**src/rtl/display_codes_pkg.sv**
```systemverilog
// Shared display constants and FSM state type for the seven-segment path.
package display_codes_pkg;

  // Decoder codes. The decoder stage uses these same values.
  localparam logic [31:0] CODE_BLANK = 32'd98;
  localparam logic [31:0] CODE_MINUS = 32'd99;
  localparam logic [31:0] CODE_DP    = 32'd97;
  localparam logic [31:0] HEX_MIN    = 32'd0;
  localparam logic [31:0] HEX_MAX    = 32'd15;

  // Number of displays driven by the formatter and BCD digits produced.
  localparam int NUM_DIGITS = 6;
  localparam int NUM_BCD    = 5;

  typedef enum logic [1:0] {
    ST_IDLE = 2'd0,
    ST_CONV = 2'd1,
    ST_FMT  = 2'd2
  } fmt_state_t;

endpackage

```
**src/rtl/bcd_adjust.sv**
```systemverilog
// Double-dabble nibble correction: add 3 to a BCD digit that is 5 or more.
module bcd_adjust (
  input  logic [3:0] nib_i,
  output logic [3:0] nib_o
);

  assign nib_o = (nib_i >= 4'd5) ? nib_i + 4'd3 : nib_i;

endmodule

```
**src/rtl/display_formatter.sv**
```systemverilog
// Converts a signed 16-bit value into six decoder codes, either as blanked
// signed decimal (serial double-dabble) or as a raw 4-digit hex pattern.
module display_formatter
  import display_codes_pkg::*;
#(
  parameter logic [31:0] CODE_BLANK = display_codes_pkg::CODE_BLANK,
  parameter logic [31:0] CODE_MINUS = display_codes_pkg::CODE_MINUS
) (
  input  logic        clk,
  input  logic        rst,
  input  logic        start,
  input  logic [15:0] value,
  input  logic        hex_mode,
  output logic        busy,
  output logic        done,
  output logic [31:0] dig0,
  output logic [31:0] dig1,
  output logic [31:0] dig2,
  output logic [31:0] dig3,
  output logic [31:0] dig4,
  output logic [31:0] dig5
);

  fmt_state_t  state_q, state_d;
  logic [3:0]  cnt_q, cnt_d;
  logic [15:0] mag_q, mag_d;
  logic [19:0] bcd_q, bcd_d;
  logic [15:0] raw_q, raw_d;
  logic        neg_q, neg_d;
  logic        hex_q, hex_d;
  logic        done_q, done_d;
  logic [31:0] dig_q [NUM_DIGITS];
  logic [31:0] dig_d [NUM_DIGITS];

  logic [19:0] bcd_adj;
  logic [31:0] fmt_dig [NUM_DIGITS];
  logic [2:0]  msd;

  // Five parallel nibble corrections feeding the shift of each iteration.
  for (genvar g = 0; g < NUM_BCD; g++) begin : g_adj
    bcd_adjust u_adj (
      .nib_i (bcd_q[4*g +: 4]),
      .nib_o (bcd_adj[4*g +: 4])
    );
  end

  // Build the display codes from the finished BCD result or the raw value.
  always_comb begin
    // NOTE: every variable gets a default before any branch so no latch is inferred.
    msd = 3'd0;
    for (int i = 0; i < NUM_DIGITS; i++) fmt_dig[i] = CODE_BLANK;
    if (hex_q) begin
      for (int i = 0; i < 4; i++) fmt_dig[i] = {28'd0, raw_q[4*i +: 4]};
    end else begin
      for (int i = 1; i < NUM_BCD; i++) begin
        if (bcd_q[4*i +: 4] != 4'd0) msd = 3'(i);
      end
      for (int i = 0; i < NUM_DIGITS; i++) begin
        if (3'(i) <= msd) begin
          fmt_dig[i] = {28'd0, bcd_q[4*i +: 4]};
        end else if (neg_q && (3'(i) == msd + 3'd1)) begin
          fmt_dig[i] = CODE_MINUS;
        end
      end
    end
  end

  // Next-state and datapath control for IDLE -> CONV -> FMT.
  always_comb begin
    state_d = state_q;
    cnt_d   = cnt_q;
    mag_d   = mag_q;
    bcd_d   = bcd_q;
    raw_d   = raw_q;
    neg_d   = neg_q;
    hex_d   = hex_q;
    done_d  = 1'b0;
    for (int i = 0; i < NUM_DIGITS; i++) dig_d[i] = dig_q[i];

    unique case (state_q)
      ST_IDLE: begin
        if (start) begin
          hex_d   = hex_mode;
          neg_d   = value[15];
          // Negating -32768 wraps back to 0x8000, which is the correct magnitude.
          mag_d   = value[15] ? 16'(-value) : value;
          raw_d   = value;
          bcd_d   = '0;
          cnt_d   = '0;
          state_d = ST_CONV;
        end
      end
      ST_CONV: begin
        {bcd_d, mag_d} = {bcd_adj, mag_q} << 1;
        cnt_d          = cnt_q + 4'd1;
        if (cnt_q == 4'd15) state_d = ST_FMT;
      end
      ST_FMT: begin
        for (int i = 0; i < NUM_DIGITS; i++) dig_d[i] = fmt_dig[i];
        done_d  = 1'b1;
        state_d = ST_IDLE;
      end
      default: state_d = ST_IDLE;
    endcase
  end

  // State, datapath and output registers with asynchronous reset.
  always_ff @(posedge clk or posedge rst) begin
    if (rst) begin
      state_q <= ST_IDLE;
      cnt_q   <= '0;
      mag_q   <= '0;
      bcd_q   <= '0;
      raw_q   <= '0;
      neg_q   <= 1'b0;
      hex_q   <= 1'b0;
      done_q  <= 1'b0;
      // NOTE: the display array is a handful of flops, not a RAM, so it is reset
      // to blank like any other visible output.
      for (int i = 0; i < NUM_DIGITS; i++) dig_q[i] <= CODE_BLANK;
    end else begin
      // NOTE: non-blocking assignments so every flop samples pre-edge values.
      state_q <= state_d;
      cnt_q   <= cnt_d;
      mag_q   <= mag_d;
      bcd_q   <= bcd_d;
      raw_q   <= raw_d;
      neg_q   <= neg_d;
      hex_q   <= hex_d;
      done_q  <= done_d;
      for (int i = 0; i < NUM_DIGITS; i++) dig_q[i] <= dig_d[i];
    end
  end

  assign busy = (state_q != ST_IDLE);
  assign done = done_q;
  assign dig0 = dig_q[0];
  assign dig1 = dig_q[1];
  assign dig2 = dig_q[2];
  assign dig3 = dig_q[3];
  assign dig4 = dig_q[4];
  assign dig5 = dig_q[5];

endmodule

```
**config.mk**
```make
export PLATFORM = sky130hd
export DESIGN_NAME = display_formatter
export DESIGN_NICKNAME = d
export VERILOG_FILES = /design/src/rtl/display_codes_pkg.sv /design/src/rtl/bcd_adjust.sv /design/src/rtl/display_formatter.sv
export SDC_FILE = /design/constraint.sdc
export NUM_CORES = 1
export LEC_CHECK = 0
export CORE_AREA = 5 5 133 135
export CTS_BUF_LIST = sky130_fd_sc_hd__clkbuf_8
export DETAILED_ROUTE_END_ITERATION = 8
export DIE_AREA = 0 0 138 140
export DONT_BUFFER_PORTS = 1
export HOLD_SLACK_MARGIN = 0.06
export SYNTH_ARGS = -nofsm -noshare
export SYNTH_HDL_FRONTEND = slang
export SYNTH_SLANG_ARGS = --single-unit
```
**constraint.sdc**
```tcl
create_clock -name clk -period 6 [get_ports clk]
set_clock_uncertainty 0.1 [all_clocks]
set_input_delay 0.3 -clock clk [delete_from_list [all_inputs] [get_ports clk]]
set_output_delay 0.3 -clock clk [all_outputs]
set_load 0.1 [all_outputs]
```
==> impl_metrics.xml, run 1 <==
<?xml version="1.0" encoding="UTF-8"?>
<metrics>
  <group name="place">
    <metric name="buffer_ports.inserted" unit="">0</metric>
    <metric name="gp_routability_congestion" unit="">0.875</metric>
    <metric name="post-dp-hpwl" unit="mm">8.49</metric>
  </group>
  <group name="sta">
    <metric name="clock.fmax" unit="MHz">409</metric>
    <metric name="timing.slew.headroom" unit="%">29.8</metric>
    <metric name="fin_crit" unit="ns">2.44</metric>
    <metric name="final_hold_slack" unit="ns">0.0752</metric>
    <metric name="final_count_of_pins_violating_max_slew" unit="">0</metric>
    <metric name="setup_viol_count_final" unit="">0</metric>
    <metric name="grt_setup_unrepaired" unit="">false</metric>
    <metric name="worst-slew-pin-transition" unit="ns">1.05</metric>
    <metric name="post-route-period-util" unit="%">40.7</metric>
    <metric name="final_hold_vios" unit="">0</metric>
    <metric name="finalSetupTns" unit="ns">0</metric>
  </group>
  <group name="final_layout">
    <metric name="most-common-layout-cells" unit="">sky130_fd_sc_hd__conb_1 (158), sky130_fd_sc_hd__nand2_1 (81), sky130_fd_sc_hd__dfrtp_1 (76)</metric>
    <metric name="finish.utilization" unit="%">34.2</metric>
    <metric name="layout.cells.most_common" unit="">sky130_fd_sc_hd__conb_1</metric>
    <metric name="area_delta_synth_final" unit="%">-0.0895</metric>
    <metric name="antenna_cells" unit="">0</metric>
    <metric name="fillerInstances" unit="">1727</metric>
    <metric name="drive_above_1_share" unit="%">7.44</metric>
    <metric name="design.final.nets" unit="">659</metric>
  </group>
  <group name="detailed_routing">
    <metric name="route.detailed.vias_per_inst" unit="">4.38</metric>
    <metric name="met2_length" unit="mm">5.67</metric>
    <metric name="post_drt_wl_per_cell" unit="um">14.3</metric>
    <metric name="met3_wirelength" unit="mm">1.08</metric>
    <metric name="remaining_drc_errors" unit="">0</metric>
    <metric name="dr.first_iter.drc_count" unit="">194</metric>
    <metric name="route.vias.total" unit="">3736</metric>
    <metric name="highest_metal_layer_used_by_the_detailed_router" unit="">met4</metric>
    <metric name="met1_length" unit="mm">5.24</metric>
    <metric name="pre_repair_dr_iteration_count" unit="">5</metric>
    <metric name="ant_nets" unit="">0</metric>
    <metric name="wirelength" unit="mm">12.1</metric>
  </group>
  <group name="global_routing">
    <metric name="initial_antenna_violation_count" unit="">0</metric>
    <metric name="grt_remaining_overflow" unit="">0</metric>
    <metric name="first_pass_grt_wire_length" unit="mm">18.5</metric>
    <metric name="grt_pass1_vias" unit="">3338</metric>
    <metric name="grtUsageTotal" unit="%">11.7</metric>
    <metric name="largest_net_degree_at_the_start_of_global_routing" unit="">60</metric>
  </group>
  <group name="worst_setup_path">
    <metric name="critical_path.max_fanout" unit="">54</metric>
    <metric name="ff2ff_path_depth" unit="">6</metric>
    <metric name="crit_type" unit="">flop to flop</metric>
    <metric name="crit-reg2reg-launch" unit="">state_q[1]</metric>
    <metric name="critical_path_arrival" unit="ns">2.60</metric>
    <metric name="worstSetupStartpointType" unit="">flop</metric>
    <metric name="crit_path_end_kind" unit="">flop</metric>
    <metric name="reg2reg_setup_slack" unit="ns">3.56</metric>
    <metric name="timing.critical_path.required" unit="ns">6.15</metric>
    <metric name="reg2reg_to" unit="">mag_q[15]</metric>
  </group>
  <group name="worst_hold_path">
    <metric name="worst_hold_path.endpoint" unit="">mag_q[5]</metric>
    <metric name="min-delay-start" unit="">value[5]</metric>
    <metric name="holdCritPathClass" unit="">input port to flop</metric>
    <metric name="whs_path_depth" unit="">2</metric>
  </group>
  <group name="yosys">
    <metric name="syn_area_per_cell" unit="um^2">9.01</metric>
    <metric name="synth_top_cell_area_share" unit="%">34.0</metric>
    <metric name="synth_cell_type_count" unit="">48</metric>
    <metric name="yosys.area.top_type" unit="">sky130_fd_sc_hd__dfrtp_1</metric>
    <metric name="synth_top_cells_by_area" unit="">sky130_fd_sc_hd__dfrtp_1 (34%), sky130_fd_sc_hd__buf_4 (22%), sky130_fd_sc_hd__nand2_1 (5.4%), sky130_fd_sc_hd__dfstp_2 (5.2%), sky130_fd_sc_hd__o21ai_0 (4.4%)</metric>
    <metric name="share_of_the_yosys_chip_area_belonging_to_registers" unit="%">39.2</metric>
    <metric name="ys_seq_elements" unit="">87</metric>
    <metric name="mappedNetlistArea" unit="mm^2">0.00559</metric>
    <metric name="syn-instance-count" unit="">621</metric>
    <metric name="yosysWarnings" unit="">0</metric>
  </group>
  <group name="cts">
    <metric name="ctsLongestPathBuffers" unit="">2</metric>
    <metric name="buffer_cell_driving_the_clock_tree_root" unit="">sky130_fd_sc_hd__clkbuf_8</metric>
    <metric name="tritoncts" unit="">done</metric>
    <metric name="cts_made_buffers" unit="">9</metric>
    <metric name="tritoncts_num_sinks" unit="">87</metric>
    <metric name="insertion_delay" unit="ns">0.36</metric>
    <metric name="ctsResizeCount" unit="">0</metric>
    <metric name="path_clk_slew" unit="ns">0.09</metric>
    <metric name="htree_levels" unit="">3</metric>
  </group>
  <group name="floorplanning">
    <metric name="vertical_die_dimension" unit="um">140</metric>
    <metric name="design.core.area" unit="mm^2">0.0163</metric>
    <metric name="placement_rows" unit="">47</metric>
    <metric name="initial_utilization" unit="%">34.2</metric>
    <metric name="design.die.area" unit="mm^2">0.0193</metric>
    <metric name="die_w" unit="um">138</metric>
    <metric name="io_pins" unit="">214</metric>
  </group>
  <group name="power">
    <metric name="pwr-share-comb" unit="%">38.1</metric>
    <metric name="ir_worst_vdd" unit="V">0.000257</metric>
    <metric name="power_report.internal_total" unit="mW">1.44</metric>
    <metric name="seq_power_share" unit="%">48.2</metric>
    <metric name="power-per-cell-area" unit="mW/mm^2">583</metric>
    <metric name="sw_frac_of_total" unit="%">55.8</metric>
    <metric name="power.share.clock" unit="%">13.7</metric>
    <metric name="net-switching-power" unit="mW">1.82</metric>
    <metric name="static-leakage-power" unit="nW">2.65</metric>
  </group>
  <group name="flow_run">
    <metric name="cap_violations" unit="">0</metric>
  </group>
  <group name="status">
    <metric name="result_of_the_run" unit="">finished clean</metric>
  </group>
</metrics>
[metrics by stage]
step | area [um^2] | power [mW] | cells | setup WS (ns)
after floorplan | 6180 | 2.68 | 778 | 3.37
after global placement | 5180 | 2.79 | 817 | 3.75
after detailed placement | 5180 | 2.81 | 817 | 3.76
after CTS | 5590 | 3.28 | 852 | 3.55
after global routing | 5590 | 3.47 | 852 | 3.44
final | 5590 | 3.26 | 852 | 3.56
[layout make-up]
class | instances | area, um^2 | share of cell area, %
multi-input cells | 486 | 2600 | 46.6
flip-flops and latches | 87 | 2190 | 39.2
clock inverters | 7 | 88.8 | 1.59
well taps | 220 | 275 | 4.93
repair buffers | 26 | 243 | 4.34
clock buffers | 9 | 124 | 2.22
inverters | 17 | 65.1 | 1.16
[state kept, by name, indices dropped and copies added, names as in the netlist]
name	flops
done	1
dig1	5
dig3	5
dig5	2
state_q	2
hex_q	1
dig0	5
raw_q	16
bcd_q	20
cnt_q	4
dig2	5
dig4	5
mag_q	16
[critical path, cell delays in order, from the launching register on]
cell	delay (ns)
sky130_fd_sc_hd__dfrtp_1	0.43
sky130_fd_sc_hd__or3b_2	0.47
sky130_fd_sc_hd__buf_4	0.31
sky130_fd_sc_hd__and3_1	0.25
sky130_fd_sc_hd__a21oi_1	0.11
sky130_fd_sc_hd__o41ai_1	0.08
sky130_fd_sc_hd__dlygate4sd3_1	0.57
[cell families after synthesis]
group                    count (synthesis)  share of synthesized area, %
AND/OR/NAND/NOR                        173                          15.0
flip-flops                              87                          39.2
AO/OA/AOI/OAI                          107                          12.0
other                                    1                        0.0670
multiplexers                            23                          4.25
buffers and inverters                  205                          24.9
XOR/XNOR                                13                          2.04
adder cells (fa/ha/maj)                 12                          2.68
[Yosys cell counts (all sizes together)]
cell type,n
a21oi,13
a221o,1
a22o,1
a22oi,12
a31oi,3
a32o,6
and2,1
and3,2
buf,169
clkbuf,19
clkinv,1
conb,1
dfrtp,76
dfstp,11
ha,12
inv,16
mux2,6
mux2i,17
nand2,81
nand2b,12
nand3,24
nand3b,1
nand4,6
nand4b,3
nor2,21
nor2b,3
nor3,5
nor3b,6
nor4,2
o211ai,6
o21ai,50
o22ai,2
o2bb2a,2
o311ai,1
o31ai,9
o41ai,1
or2,1
or3b,4
or4b,1
xnor2,10
xor2,3
[power groups by stage]
stage	Sequential (mW)	Combinational, mW	Clock, mW
4_1_cts	1.57	1.25	0.458
6_report	1.57	1.24	0.445
2_1_floorplan	1.45	1.22	0
3_3_place_gp	1.58	1.21	0
3_5_place_dp	1.58	1.23	0
5_1_grt	1.61	1.38	0.484
[how the worst max path moves through the flow]
stage          startpoint   endpoint  slack, ns  cells past startpoint
4_1_cts        state_q[1]  mag_q[15]       3.55                      6
6_report       state_q[1]  mag_q[15]       3.56                      6
3_5_place_dp    bcd_q[16]    dig2[0]       3.76                      6
3_3_place_gp   state_q[1]  mag_q[11]       3.75                      5
2_1_floorplan         rst   bcd_q[0]       3.37                      1
5_1_grt        state_q[1]  mag_q[15]       3.44                      6
[what timing repair did]
item / 4_1_cts / 5_1_grt
endpoints found under the setup margin: 0 / 0
endpoints found under the hold margin: 49 / 0
setup buffers: 0 / 0
hold buffers: 19 / 0
[layer usage]
| layer | track usage, % | vias up |
|---|---|---|
| met5 | 0 | - |
| met4 | 2.44 | 0 |
| met3 | 4.64 | 10 |
| met2 | 17.8 | 153 |
| met1 | 16.0 | 1776 |
| li1 | - | 1797 |
No activity file was read; power rests on OpenSTA's default activity.
==> run 2, diff against run 1 <==
--- a/config.mk
+++ b/config.mk
@@ -5,10 +5,11 @@
 export SDC_FILE = /design/constraint.sdc
 export NUM_CORES = 1
 export LEC_CHECK = 0
-export CORE_AREA = 5 5 133 135
+export ABC_AREA = 1
+export CORE_AREA = 5 5 134 136
 export CTS_BUF_LIST = sky130_fd_sc_hd__clkbuf_8
 export DETAILED_ROUTE_END_ITERATION = 8
-export DIE_AREA = 0 0 138 140
+export DIE_AREA = 0 0 139 141
 export DONT_BUFFER_PORTS = 1
 export HOLD_SLACK_MARGIN = 0.06
 export SYNTH_ARGS = -nofsm -noshare
==> constraint.sdc (replaced) <==
create_clock -name clk -period 2 [get_ports clk]
set_clock_uncertainty 0.1 [all_clocks]
set_input_delay 0.1 -clock clk [delete_from_list [all_inputs] [get_ports clk]]
set_output_delay 0.1 -clock clk [all_outputs]
set_load 0.1 [all_outputs]
==> run 2 against run 1 <==
  * Cell area is 8.0% higher
  * First-iteration DRC count is 30% higher
  * Setup slack worse by 3.4 ns
  * Total power grew to 3.4 times the previous value
  * Count of clock-buffer cells in the layout is 1 higher
  * Sequential share of layout area is 2.9 points lower
  * Largest power group is now combinational cells
==> impl_metrics.xml, run 2 <==
<?xml version="1.0" encoding="UTF-8"?>
<metrics>
  <group name="floorplanning">
    <metric name="initial_utilization" unit="%">33.6</metric>
    <metric name="io_pins" unit="">214</metric>
    <metric name="design.core.area" unit="mm^2">0.0168</metric>
    <metric name="vertical_die_dimension" unit="um">141</metric>
    <metric name="placement_rows" unit="">48</metric>
    <metric name="design.die.area" unit="mm^2">0.0196</metric>
    <metric name="die_w" unit="um">139</metric>
  </group>
  <group name="global_routing">
    <metric name="grt_remaining_overflow" unit="">0</metric>
    <metric name="grt_pass1_vias" unit="">3845</metric>
    <metric name="grtUsageTotal" unit="%">12.3</metric>
    <metric name="largest_net_degree_at_the_start_of_global_routing" unit="">88</metric>
    <metric name="first_pass_grt_wire_length" unit="mm">19.7</metric>
    <metric name="initial_antenna_violation_count" unit="">0</metric>
  </group>
  <group name="worst_setup_path">
    <metric name="reg2reg_setup_slack" unit="ns">0.14</metric>
    <metric name="critical_path.max_fanout" unit="">5</metric>
    <metric name="ff2ff_path_depth" unit="">7</metric>
    <metric name="critical_path_arrival" unit="ns">2.07</metric>
    <metric name="crit_path_end_kind" unit="">flop</metric>
    <metric name="crit_type" unit="">input port to flop</metric>
    <metric name="crit_path_top_delay_cell" unit="">sky130_fd_sc_hd__dlygate4sd3_1</metric>
    <metric name="worstSetupStartpointType" unit="">input port</metric>
    <metric name="critPathMaxStageDelay" unit="ns">0.57</metric>
    <metric name="timing.critical_path.required" unit="ns">2.20</metric>
    <metric name="critPathMostFrequentCell" unit="">sky130_fd_sc_hd__nand3_1</metric>
    <metric name="series_of_cell_instances_along_the_critical_path" unit="">dlygate4sd3_1 &gt; inv_1 &gt; nand3_1 &gt; nor2_4 &gt; nand3_1 &gt; nand2_1 &gt; dlygate4sd3_1 &gt; nand3_1 &gt; nand2_1</metric>
  </group>
  <group name="detailed_routing">
    <metric name="post_drt_wl_per_cell" unit="um">12.6</metric>
    <metric name="pre_repair_dr_iteration_count" unit="">4</metric>
    <metric name="wirelength" unit="mm">12.5</metric>
    <metric name="route.vias.total" unit="">4185</metric>
    <metric name="remaining_drc_errors" unit="">0</metric>
    <metric name="ant_nets" unit="">0</metric>
    <metric name="route.detailed.vias_per_inst" unit="">4.19</metric>
    <metric name="dr.first_iter.drc_count" unit="">252</metric>
  </group>
  <group name="final_layout">
    <metric name="area_delta_synth_final" unit="%">6.77</metric>
    <metric name="antenna_cells" unit="">0</metric>
    <metric name="top_registers" unit="">bcd_q x20, mag_q x16, raw_q x16</metric>
    <metric name="most-common-layout-cells" unit="">sky130_fd_sc_hd__conb_1 (158), sky130_fd_sc_hd__nand2_1 (140), sky130_fd_sc_hd__dfrtp_1 (76)</metric>
    <metric name="largest_register_ffs" unit="">20</metric>
    <metric name="fillerInstances" unit="">1825</metric>
    <metric name="largest-register" unit="">bcd_q</metric>
    <metric name="finish.utilization" unit="%">35.9</metric>
    <metric name="drive_above_1_share" unit="%">10.3</metric>
    <metric name="design.final.nets" unit="">800</metric>
    <metric name="stdcell_area" unit="mm^2">0.00603</metric>
    <metric name="layout.cells.most_common" unit="">sky130_fd_sc_hd__conb_1</metric>
    <metric name="instances_no_fill" unit="">998</metric>
  </group>
  <group name="power">
    <metric name="ir_worst_vdd" unit="V">0.00113</metric>
    <metric name="power-per-cell-area" unit="mW/mm^2">1820</metric>
    <metric name="static-leakage-power" unit="nW">3.12</metric>
  </group>
  <group name="yosys">
    <metric name="synth_top_cells_by_area" unit="">sky130_fd_sc_hd__dfrtp_1 (34%), sky130_fd_sc_hd__buf_4 (22%), sky130_fd_sc_hd__nand2_1 (9.4%), sky130_fd_sc_hd__o21ai_0 (6.1%), sky130_fd_sc_hd__dfstp_2 (5.1%)</metric>
    <metric name="post_synth_most_frequent_cells" unit="">sky130_fd_sc_hd__buf_4 (169), sky130_fd_sc_hd__nand2_1 (141), sky130_fd_sc_hd__dfrtp_1 (76)</metric>
    <metric name="synth_top_cell_area_share" unit="%">33.7</metric>
    <metric name="mappedNetlistArea" unit="mm^2">0.00565</metric>
    <metric name="post-synth-top-count-cell" unit="">sky130_fd_sc_hd__buf_4</metric>
    <metric name="synth_cell_type_count" unit="">31</metric>
    <metric name="syn-instance-count" unit="">718</metric>
    <metric name="postSynth.asyncResetShare" unit="%">100</metric>
    <metric name="yosys.area.top_type" unit="">sky130_fd_sc_hd__dfrtp_1</metric>
    <metric name="syn_area_per_cell" unit="um^2">7.87</metric>
    <metric name="ys_seq_elements" unit="">87</metric>
    <metric name="yosysWarnings" unit="">0</metric>
    <metric name="dominant_register_cell_in_the_synthesized_netlist" unit="">sky130_fd_sc_hd__dfrtp_1</metric>
    <metric name="synth_enable_flop_cells" unit="">0</metric>
    <metric name="share_of_the_yosys_chip_area_belonging_to_registers" unit="%">38.8</metric>
  </group>
  <group name="place">
    <metric name="gp_routability_congestion" unit="">0.851</metric>
    <metric name="dpl.cell_count" unit="">956</metric>
    <metric name="post-dp-hpwl" unit="mm">9.30</metric>
    <metric name="postPlaceCellArea" unit="mm^2">0.00552</metric>
    <metric name="buffer_ports.inserted" unit="">0</metric>
    <metric name="pre_cts_setup_slack" unit="ns">0.240</metric>
  </group>
  <group name="cts">
    <metric name="path_clk_slew" unit="ns">0.09</metric>
    <metric name="tritoncts_num_sinks" unit="">87</metric>
    <metric name="ctsLongestPathBuffers" unit="">2</metric>
    <metric name="total_setup_buffers_inserted_after_cts" unit="">0</metric>
    <metric name="buffer_cell_driving_the_clock_tree_root" unit="">sky130_fd_sc_hd__clkbuf_8</metric>
    <metric name="cts_made_buffers" unit="">9</metric>
    <metric name="insertion_delay" unit="ns">0.36</metric>
    <metric name="tritoncts" unit="">done</metric>
    <metric name="htree_levels" unit="">3</metric>
  </group>
  <group name="sta">
    <metric name="final_count_of_pins_violating_max_slew" unit="">0</metric>
    <metric name="fin_crit" unit="ns">1.87</metric>
    <metric name="worst-slew-pin-transition" unit="ns">0.538</metric>
    <metric name="grt_setup_unrepaired" unit="">false</metric>
    <metric name="clock.fmax" unit="MHz">536</metric>
    <metric name="finalSetupTns" unit="ns">0</metric>
    <metric name="post-route-period-util" unit="%">93.3</metric>
    <metric name="setup_viol_count_final" unit="">0</metric>
    <metric name="layout_setup_ws" unit="ns">0.134</metric>
    <metric name="final_hold_vios" unit="">0</metric>
    <metric name="timing.slew.headroom" unit="%">64.0</metric>
  </group>
  <group name="worst_hold_path">
    <metric name="holdCritPathClass" unit="">input port to flop</metric>
    <metric name="whs_path_depth" unit="">7</metric>
  </group>
  <group name="status">
    <metric name="result_of_the_run" unit="">finished clean</metric>
  </group>
  <group name="flow_run">
    <metric name="cap_violations" unit="">0</metric>
  </group>
</metrics>
## run 2: changes by cell type after synthesis, sizes merged, moves of 10 or more
cell | before | now
nand2b | 12 | 0
nand2 | 81 | 142
nand3 | 24 | 37
nor2 | 21 | 59
o21ai | 50 | 74
xnor2 | 10 | 0
inv | 16 | 64
clkbuf | 19 | 6
mux2i | 17 | 1
## run 2: final timing paths
check / from / to
setup / recovery: value[3] / mag_q[12]
hold / removal: value[1] / mag_q[11]
setup reg to reg: state_q[1] / mag_q[0]
hold reg to reg: dig0[5] / dig0[5]
max in group asynchronous: rst / dig1[1]
min in group asynchronous: rst / dig4[2]
## run 2: critical path: cells and delay by family
family        cells  cell delay [ns]
buf+inv           3             1.26
simple gates      6             0.70
## run 2: cell families after synthesis
kind of cell,after synthesis,share of synthesized area (%)
xor gates and xnor gates,6,0.930
muxes,1,0.177
DFF,87,38.8
AOI/OAI and AO/OA,119,11.6
buffers and inverters,247,28.0
and+or+nand+nor,245,17.7
other,1,0.0664
adders and majority gates,12,2.66
## run 2: final cells by class
class                           count  area (um^2)  share of cell area, %
Sequential cell                    87         2190                   36.3
Tap cell                          225          282                   4.67
Multi-Input combinational cell    541         2480                   41.1
Clock buffer                       10          138                   2.28
Timing Repair Buffer               65          591                   9.79
Clock inverter                      6          109                   1.80
Inverter                           64          244                   4.04
## run 2: repair_timing
| item | 4_1_cts | 5_1_grt |
|---|---|---|
| endpoints found under the setup margin | 0 | 7 |
| hold buffers | 26 | 0 |
| gates resized for setup | 0 | 4 |
| hold endpoints to repair | 120 | 0 |
## run 2: report_power, final
part	leakage [nW]	total (mW)	internal, mW	switching, mW
logic	1.96	6.40	1.38	5.02
registers	1.05	3.11	2.60	0.513
clock network	0.120	1.49	0.860	0.635
total	3.12	11.0	4.84	6.17
## run 2: per-layer routing
| layer | share of wire, % | vias to the layer above | GRT usage [%] |
|---|---|---|---|
| met2 | 47 | 153 | 19.2 |
| met1 | 45 | 1952 | 16.9 |
| met5 | 0 | - | 0 |
| met3 | 7.2 | 12 | 3.26 |
| li1 | - | 2068 | - |
| met4 | 0.91 | 0 | 3.40 |
## run 2: per-stage QoR
stage	hold WS (ns)	power, mW
floorplan	0.110	8.55
global placement	0.0524	9.41
detailed placement	0.0466	9.48
CTS	0.0922	11.1
global route	0.106	11.8
finish	0.0966	11.0
